### src/rtl/usb_tx_packet_sequencer.sv
// USB byte-level TX sequencer: SYNC, PID, payload, CRC16, then an EOP request.
// Optional underrun detection is compiled in when USB_TX_UNDERRUN_CHECK_EN is defined.
module usb_tx_packet_sequencer #(
  parameter int MAX_PACKET = 64
) (
  input  logic       clk,
  input  logic       n_rst,
  input  logic       start,
  input  logic [2:0] tx_packet,
  input  logic [6:0] data_size,
  input  logic [6:0] buffer_occupancy,
  input  logic [7:0] tx_packet_data,
  input  logic       byte_done,
  output logic       get_tx_packet_data,
  output logic [7:0] tx_byte,
  output logic       tx_byte_valid,
  output logic       send_eop,
  output logic       tx_busy,
  output logic       tx_error
);

  typedef enum logic [2:0] {
    S_IDLE, S_SYNC, S_PID, S_DATA, S_CRC_LO, S_CRC_HI, S_EOP
  } state_e;

  state_e      state_q, state_d;
  logic [2:0]  type_q, type_d;
  logic [6:0]  cnt_q, cnt_d;
  logic [15:0] crc_q, crc_d;
  logic [7:0]  byte_q, byte_d;
  logic        load;
  logic        occ_ok;
  logic [3:0]  pid;
  logic        type_valid;
  logic        type_is_data;

  function automatic logic [15:0] crc16_byte(input logic [15:0] crc, input logic [7:0] b);
    logic [15:0] c;
    logic        fb;
    c = crc;
    for (int unsigned i = 0; i < 8; i++) begin
      fb = c[0] ^ b[i];
      c  = c >> 1;
      if (fb) c = c ^ 16'hA001;
    end
    return c;
  endfunction

`ifdef USB_TX_UNDERRUN_CHECK_EN
  assign occ_ok = (buffer_occupancy != '0);
`else
  logic unused_occupancy;
  assign unused_occupancy = ^buffer_occupancy;
  assign occ_ok = 1'b1;
`endif

  assign type_valid   = (tx_packet >= 3'd1) && (tx_packet <= 3'd5);
  assign type_is_data = (type_q == 3'd1) || (type_q == 3'd2);

  always_comb begin
    case (type_q)
      3'd1:    pid = 4'b0011;
      3'd2:    pid = 4'b1011;
      3'd3:    pid = 4'b0010;
      3'd4:    pid = 4'b1010;
      3'd5:    pid = 4'b1110;
      default: pid = 4'b0000;
    endcase
  end

  always_comb begin
    state_d            = state_q;
    type_d             = type_q;
    cnt_d              = cnt_q;
    crc_d              = crc_q;
    byte_d             = byte_q;
    load               = 1'b0;
    get_tx_packet_data = 1'b0;
    tx_error           = 1'b0;

    case (state_q)
      S_IDLE: if (start && type_valid) begin
        type_d  = tx_packet;
        cnt_d   = (data_size > 7'(MAX_PACKET)) ? 7'(MAX_PACKET) : data_size;
        crc_d   = '1;
        byte_d  = 8'h80;
        state_d = S_SYNC;
      end
      S_SYNC: if (byte_done) begin
        byte_d  = {~pid, pid};
        state_d = S_PID;
      end
      S_PID: if (byte_done) begin
        if (!type_is_data) begin
          byte_d  = '0;
          state_d = S_EOP;
        end else if (cnt_q == '0) begin
          byte_d  = ~crc_q[7:0];
          state_d = S_CRC_LO;
        end else begin
          load = 1'b1;
        end
      end
      S_DATA: if (byte_done) begin
        if (cnt_q == '0) begin
          byte_d  = ~crc_q[7:0];
          state_d = S_CRC_LO;
        end else begin
          load = 1'b1;
        end
      end
      S_CRC_LO: if (byte_done) begin
        byte_d  = ~crc_q[15:8];
        state_d = S_CRC_HI;
      end
      S_CRC_HI: if (byte_done) begin
        byte_d  = '0;
        state_d = S_EOP;
      end
      S_EOP:   state_d = S_IDLE;
      default: state_d = S_IDLE;
    endcase

    // Payload loads share one path whether entering DATA from PID or advancing within it.
    if (load) begin
      if (occ_ok) begin
        get_tx_packet_data = 1'b1;
        byte_d             = tx_packet_data;
        cnt_d              = cnt_q - 7'd1;
        crc_d              = crc16_byte(crc_q, tx_packet_data);
        state_d            = S_DATA;
      end else begin
        tx_error = 1'b1;
        byte_d   = '0;
        state_d  = S_EOP;
      end
    end
  end

  always_ff @(posedge clk or negedge n_rst) begin
    if (!n_rst) begin
      state_q <= S_IDLE;
      type_q  <= '0;
      cnt_q   <= '0;
      crc_q   <= '1;
      byte_q  <= '0;
    end else begin
      state_q <= state_d;
      type_q  <= type_d;
      cnt_q   <= cnt_d;
      crc_q   <= crc_d;
      byte_q  <= byte_d;
    end
  end

  assign tx_byte       = byte_q;
  assign tx_byte_valid = (state_q != S_IDLE) && (state_q != S_EOP);
  assign send_eop      = (state_q == S_EOP);
  assign tx_busy       = (state_q != S_IDLE);

endmodule
### config.mk
export PLATFORM = sky130hd
export DESIGN_NAME = usb_tx_packet_sequencer
export DESIGN_NICKNAME = d
export VERILOG_FILES = /design/src/rtl/usb_tx_packet_sequencer.sv
export SDC_FILE = /design/constraint.sdc
export NUM_CORES = 1
export LEC_CHECK = 0
export CAP_MARGIN = 10
export CORE_AREA = 2 2 70 99
export CTS_BUF_LIST = sky130_fd_sc_hd__clkbuf_8 sky130_fd_sc_hd__clkbuf_16
export CTS_CLUSTER_DIAMETER = 50
export DETAILED_ROUTE_END_ITERATION = 6
export DIE_AREA = 0 0 72 101
export GPL_TIMING_DRIVEN = 0
export PLACE_DENSITY = 0.67
export SETUP_SLACK_MARGIN = 0.05
export SYNTH_ARGS = -nofsm -noshare
export SYNTH_HDL_FRONTEND = slang
export SYNTH_SLANG_ARGS = --single-unit
### constraint.sdc
create_clock -name clk -period 4.5 [get_ports clk]
set_clock_uncertainty 0.2 [all_clocks]
set_input_delay 0.675 -clock clk [delete_from_list [all_inputs] [get_ports clk]]
set_output_delay 0.675 -clock clk [all_outputs]
set_load 0.01 [all_outputs]
# [Yosys cells after proc, flatten, opt, wreduce, memory -nomap -nowiden]
# Cells that the tools add are included.
[totals] elab_cells=109 regBits=37 output_inout_bits=13
[op_classes] order_cmp=3 bitwise_logic=19 eq_ne=18 reduce_logical=14 n_mux=49 add_sub_neg=1
[ops] operator="two-way mux 16 bit" count=18
[ops] operator="two-way mux 8 bit" count=9
[ops] operator="case mux 8 bit (6 select lines)" count=1
[ops] operator="two-way mux 7 bit" count=4
[ops] operator="two-way mux 3 bit" count=9
[ops] operator="inverter 2 -> 3 bit" count=8
[ops] operator="inequality test 3 bit (second input constant)" count=7
[ops] operator="case mux 4 bit (5 select lines)" count=1
[ops] operator="case mux 3 bit (6 select lines)" count=1
[ops] operator="inverter 8 bit" count=2
[ops] operator="equality test 3 bit (second input constant)" count=5
[ops] operator="equality test 3 x 2 -> 1 bit (second input constant)" count=4
[ops] operator="XOR 1 bit" count=8
[ops] operator="greater-than comparator 7 bit (second input constant)" count=1
[ops] operator="logical NOT 7 bit" count=1
[ops] operator="AND reduction 7 bit" count=1
[ops] operator="nonzero test 7 bit" count=1
[ops] operator="subtractor 7 x 1 -> 7 bit (second input constant)" count=1
[ops] operator="equality test 3 x 1 -> 1 bit (second input constant)" count=2
[ops] operator="AND reduction 6 bit" count=1
[ops] operator="two-way mux 1 bit" count=5
[ops] operator="inverter 4 bit" count=1
[ops] operator="AND reduction 2 bit" count=2
[ops] operator="nonzero test 2 bit" count=2
[ops] operator="7 further kinds" count=9

# [Depth between registers and ports, before layout]
[depth] word_depth=27 mapped_depth=10 depth_no_buf=8

# [Worst setup path after synthesis]
# No wires, ideal clock.
[synth_timing] path_type="reg-to-output" start="register cnt_q[0]" end="output get_tx_packet_data" arrival_ns=1.666 n_path_buf=2 slack_ns=1.959 path_stages_with_launch=9 path_cell_list="dfrtp_1 -> inv_1 -> ha_1 -> nor3b_1 -> a21oi_1 -> nand3_1 -> inv_2 -> buf_4 -> buf_4"
[synth_between] elab_chain_cells=6 word_cells_on_any_way=7
[synth_rtl] element="start: declaration" line_no="28" source="logic [6:0] cnt_q, cnt_d;"
[synth_rtl] element="start signal: assignment" line_no="150" source="cnt_q <= cnt_d;"
[synth_rtl] element="logical NOT 7 bit (*)" line_no="97, 105"
[synth_rtl] element="two-way mux 1 bit (*)" line_no="97, 105"
[synth_rtl] element="two-way mux 1 bit" line_no="94" source="if (!type_is_data) begin"
[synth_rtl] element="two-way mux 1 bit" line_no="93" source="S_PID: if (byte_done) begin"
[synth_rtl] element="case mux 1 bit (2 select lines) (*)" line_no="81" source="case (state_q)"
[synth_rtl] element="two-way mux 1 bit (*)" line_no="125" source="if (load) begin"
[synth_rtl] element="end: declaration" line_no="14" source="output logic get_tx_packet_data,"
# Mark *: on every way between the ends. The rest lies on a longest branch, timed or not.

# [Final worst setup path]
# Same ends and word-level chain as after synthesis.

==> impl_summary.txt <==
----------------------------------------------------
[Setup path]
  Most used cell along the critical path ... sky130_fd_sc_hd__buf_4
  Number of cells on the worst reg-to-reg path ... 7
  Capture point of the worst path ... get_tx_packet_data
  Required time worst endpoint ... 3.62 ns
  Cell-by-cell listing of the critical path ... inv_1, ha_1, nor3b_1, a21oi_1, nand3_1, inv_2, buf_4, buf_4, clkdlybuf4s50_1
  Critical Path Fanout Max ... 10
  Worst endpoint data arrival time ... 2.75 ns
  Endpoint of the most critical register-to-register path ... tx_byte[7]$_DFFE_PN0P_
  Critical setup path kind ... reg2out
  Startpoint of the most critical setup path ... cnt_q[0]$_DFFE_PN0P_
  Start of the worst register-to-register path ... cnt_q[0]$_DFFE_PN0P_
  CP endpoint kind ... output port
  Minimum setup slack among reg-to-reg paths ... 1.86 ns
  Stage delay of the slowest cell on the critical path ... 0.48 ns
  CP startpoint kind ... register
  Critical Path Slowest Stage Cell ... sky130_fd_sc_hd__clkdlybuf4s50_1

[Die]
  Row Count ... 35
  Die ar. ... 7272 um^2
  Number of top-level design ports ... 42
  Initial Util ... 0.3848
  Area of the core ... 6437 um^2
  DIE HEIGHT ... 101 um
  Die X ... 72 um

[Hold path]
  Hold crit path type ... reg2reg
  Cell depth of the worst min-delay path ... 2

[Timing]
  Unrepaired setup endpoints after global routing ... false
  Least-Margin Pin Slew ... 0.8607 ns
  Final Hold Fails ... 0
  Relative slew slack ... 0.4262
  Min Clock Period, post-route ... 3.625 ns
  Peak clock frequency supported by timing ... 0.2759 GHz
  Sum of negative setup slack ... 0 ns
  Portion of the clock cycle consumed by the worst path in the final layout ... 0.8055
  Max-slew violation count ... 0
  Number of setup violations in the final report ... 0

[Clocking]
  Buffer type at the clock tree root ... sky130_fd_sc_hd__clkbuf_8
  Number of buffers inserted during clock tree synthesis ... 5
  Register clock-pin slew on the reported worst setup and hold paths ... 0.07 ns
  CTS Sinks ... 37
  Setup bufs post-CTS ... 0
  Number of gates resized after CTS ... 0
  Clock latency reported for the late side of the worst-skew pair ... 0.29 ns
  Largest buffer count on any clock path ... 2
  Count of hold buffers inserted by post-cts repair ... 0
  CTS tree ... built
  Deepest level of the CTS H-tree ... 2

[Power and ir drop]
  Internal power ... 0.001314 W
  Comb power frac ... 0.586
  Switching share of power ... 0.4325
  Switching power total ... 0.001001 W
  Power per unit of standard cell area ... 775.3 nW/um^2
  Worst IR Drop VDD ... 0.3660 mV
  Portion of total power attributed to sequential cells ... 0.300
  Clock network fraction of total power ... 0.114
  Reported leakage power ... 1.073 nW

[Finish]
  Number of nets in the finished design ... 343
  Antenna Cells ... 0
  Share of final-layout standard cells stronger than drive strength 1 ... 0.1720
  Layout-stage area growth over the synthesis result ... 20.56%
  Area of all sequential standard cells ... 945.9 um^2
  Filler cell count in the final layout ... 632
  Utilization after layout ... 0.4639
  Area of the multi-input gates ... 1369 um^2

[Global route]
  First-pass GRT wire length ... 10740 um
  Aggregate global routing overflow ... 0
  Overall track demand over capacity in global routing ... 0.1885
  Number of global-route vias before repair ... 2207
  Largest net degree at the start of global routing ... 38
  Initial antenna violation count ... 0

[Logic synthesis]
  Top cell types by occurrence after synthesis ... sky130_fd_sc_hd__nor2_1, sky130_fd_sc_hd__dfrtp_1, sky130_fd_sc_hd__xnor2_1
  FFs w/ async S/R, synth ... 1.000
  Area contributors post-synth ... sky130_fd_sc_hd__dfrtp_1, sky130_fd_sc_hd__dfstp_2, sky130_fd_sc_hd__xnor2_1
  Syn_nets ... 304
  Top flip-flop cell by instance count after synthesis ... sky130_fd_sc_hd__dfrtp_1
  Syn Std Cell Area ... 2477 um^2
  Post-synthesis register bit count ... 37
  Average cell area after synthesis ... 9.042 um^2
  Most numerous cell in the Yosys netlist ... sky130_fd_sc_hd__nor2_1
  Number of distinct library cells after synthesis ... 56
  Warnings, synthesis ... 0
  Dominant cell type by area after synthesis ... sky130_fd_sc_hd__dfrtp_1
  Proportion of netlist area held by the largest area contributor ... 0.2121
  Sequential area share after synthesis ... 0.3818
  Post-synthesis instance total ... 274
  EDFF count, synth ... 0

[Routing]
  Number of routed nets with antenna violations ... 0
  Via density ... 5.668
  DR iter-0 viols ... 164
  Detailed-route wire length ... 6525 um
  Average routed wire per standard cell ... 16.82 um
  Length of the first detailed-routing pass in iterations ... 5
  Number of design rule violations left after detail routing ... 0
  DR vias ... 2199

[Flow run]
  Total of max-cap violations ... 0

[Placement]
  Gp weighted congestion ... 0.8437
  IO Port Bufs ... 32
  Post-detailed-placement half-perimeter wirelength ... 4927 um

[Status]
  Outcome ... finished, final reports clean

----------------------------------------------------
[power by group through the flow]
stage / Combinational, W / Sequential [W] / Clock (W)
after detailed placement: 0.00134 / 0.000696 / 0
after global placement: 0.00132 / 0.000692 / 0
after floorplan: 0.000991 / 0.000664 / 0
after CTS: 0.00135 / 0.000691 / 0.000269
final: 0.00136 / 0.000695 / 0.000265
after global routing: 0.00147 / 0.000714 / 0.000281
[metrics by stage]
step                      power, W  area (um^2)  hold slack (ns)  setup WS, ns  instances
after floorplan           0.001655         2477           0.1794         1.959        274
after global placement    0.002011         2890           0.2669         1.218        380
after detailed placement  0.002041         2885           0.2720         1.196        380
after CTS                 0.002313         2987           0.2836        0.8609        388
after global routing      0.002469         2987           0.3095        0.6570        388
final                     0.002315         2987           0.2823        0.8753        388
[layout by cell type (no fill, tap or decap), types with 6 or more instances in the layout]
cell / instances
sky130_fd_sc_hd__clkdlybuf4s50_1: 31
sky130_fd_sc_hd__nor2_1: 22
sky130_fd_sc_hd__dfrtp_1: 21
sky130_fd_sc_hd__xnor2_1: 18
sky130_fd_sc_hd__a21oi_1: 17
sky130_fd_sc_hd__nand2_1: 17
sky130_fd_sc_hd__nor3_1: 16
sky130_fd_sc_hd__dfstp_2: 16
sky130_fd_sc_hd__o21ai_0: 13
sky130_fd_sc_hd__a31oi_1: 11
sky130_fd_sc_hd__inv_1: 9
sky130_fd_sc_hd__or3_1: 9
sky130_fd_sc_hd__buf_2: 8
sky130_fd_sc_hd__o22ai_1: 8
sky130_fd_sc_hd__clkbuf_8: 7
sky130_fd_sc_hd__o21ai_1: 6
sky130_fd_sc_hd__a211oi_1: 6
[final cells by class]
type                    count  area share
repair buffers             32      0.1056
inverters                  10     0.01257
clock inverters             1    0.001676
well taps                  74     0.03100
flip-flops and latches     37      0.3167
clock buffers               7     0.03226
multi-input cells         207      0.4583
plain buffers              20     0.04189
[worst min-delay path by stage]
| stage | startpoint | endpoint | slack, ns |
|---|---|---|---|
| floorplan | n_rst | cnt_q[0]$_DFFE_PN0P_ | 0.18 |
| global placement | crc_q[13]$_DFFE_PN1P_ | crc_q[5]$_DFFE_PN1P_ | 0.27 |
| detailed placement | crc_q[13]$_DFFE_PN1P_ | crc_q[5]$_DFFE_PN1P_ | 0.27 |
| CTS | crc_q[13]$_DFFE_PN1P_ | crc_q[5]$_DFFE_PN1P_ | 0.28 |
| global route | crc_q[13]$_DFFE_PN1P_ | crc_q[5]$_DFFE_PN1P_ | 0.31 |
| finish | crc_q[11]$_DFFE_PN1P_ | crc_q[3]$_DFFE_PN1P_ | 0.28 |
[metal layers]
metal / GRT usage / part of all wire
met5: 0 / 0
met4: 0.07547 / 0.015
met3: 0.03000 / 0.032
met2: 0.3383 / 0.54
met1: 0.2208 / 0.41
[worst max-delay path: cells and delay by family (launching register included)]
kind	cells	cell delay [ns]
buffers and inverters	5	0.97
adders and majority gates	1	0.19
and+or+nand+nor	2	0.67
AOI/OAI and AO/OA	1	0.22
DFF	1	0.41
[sequential cells by signal, summed over array words and instances (netlist names)]
register  count
cnt_q         7
crc_q        16
state_q       3
tx_byte       8
type_q        3
[kinds of logic after synthesis]
logic type               Yosys count  synth area share
other                              1          0.001514
AND/OR/NAND/NOR                   84            0.1707
flip-flops                        37            0.3818
adder cells (fa/ha/maj)            1          0.005050
XOR/XNOR                          24           0.09040
multiplexers                       3           0.01364
buffers and inverters             30           0.06565
AO/OA/AOI/OAI                     94            0.2712
Power figures use the tool's default switching activity.
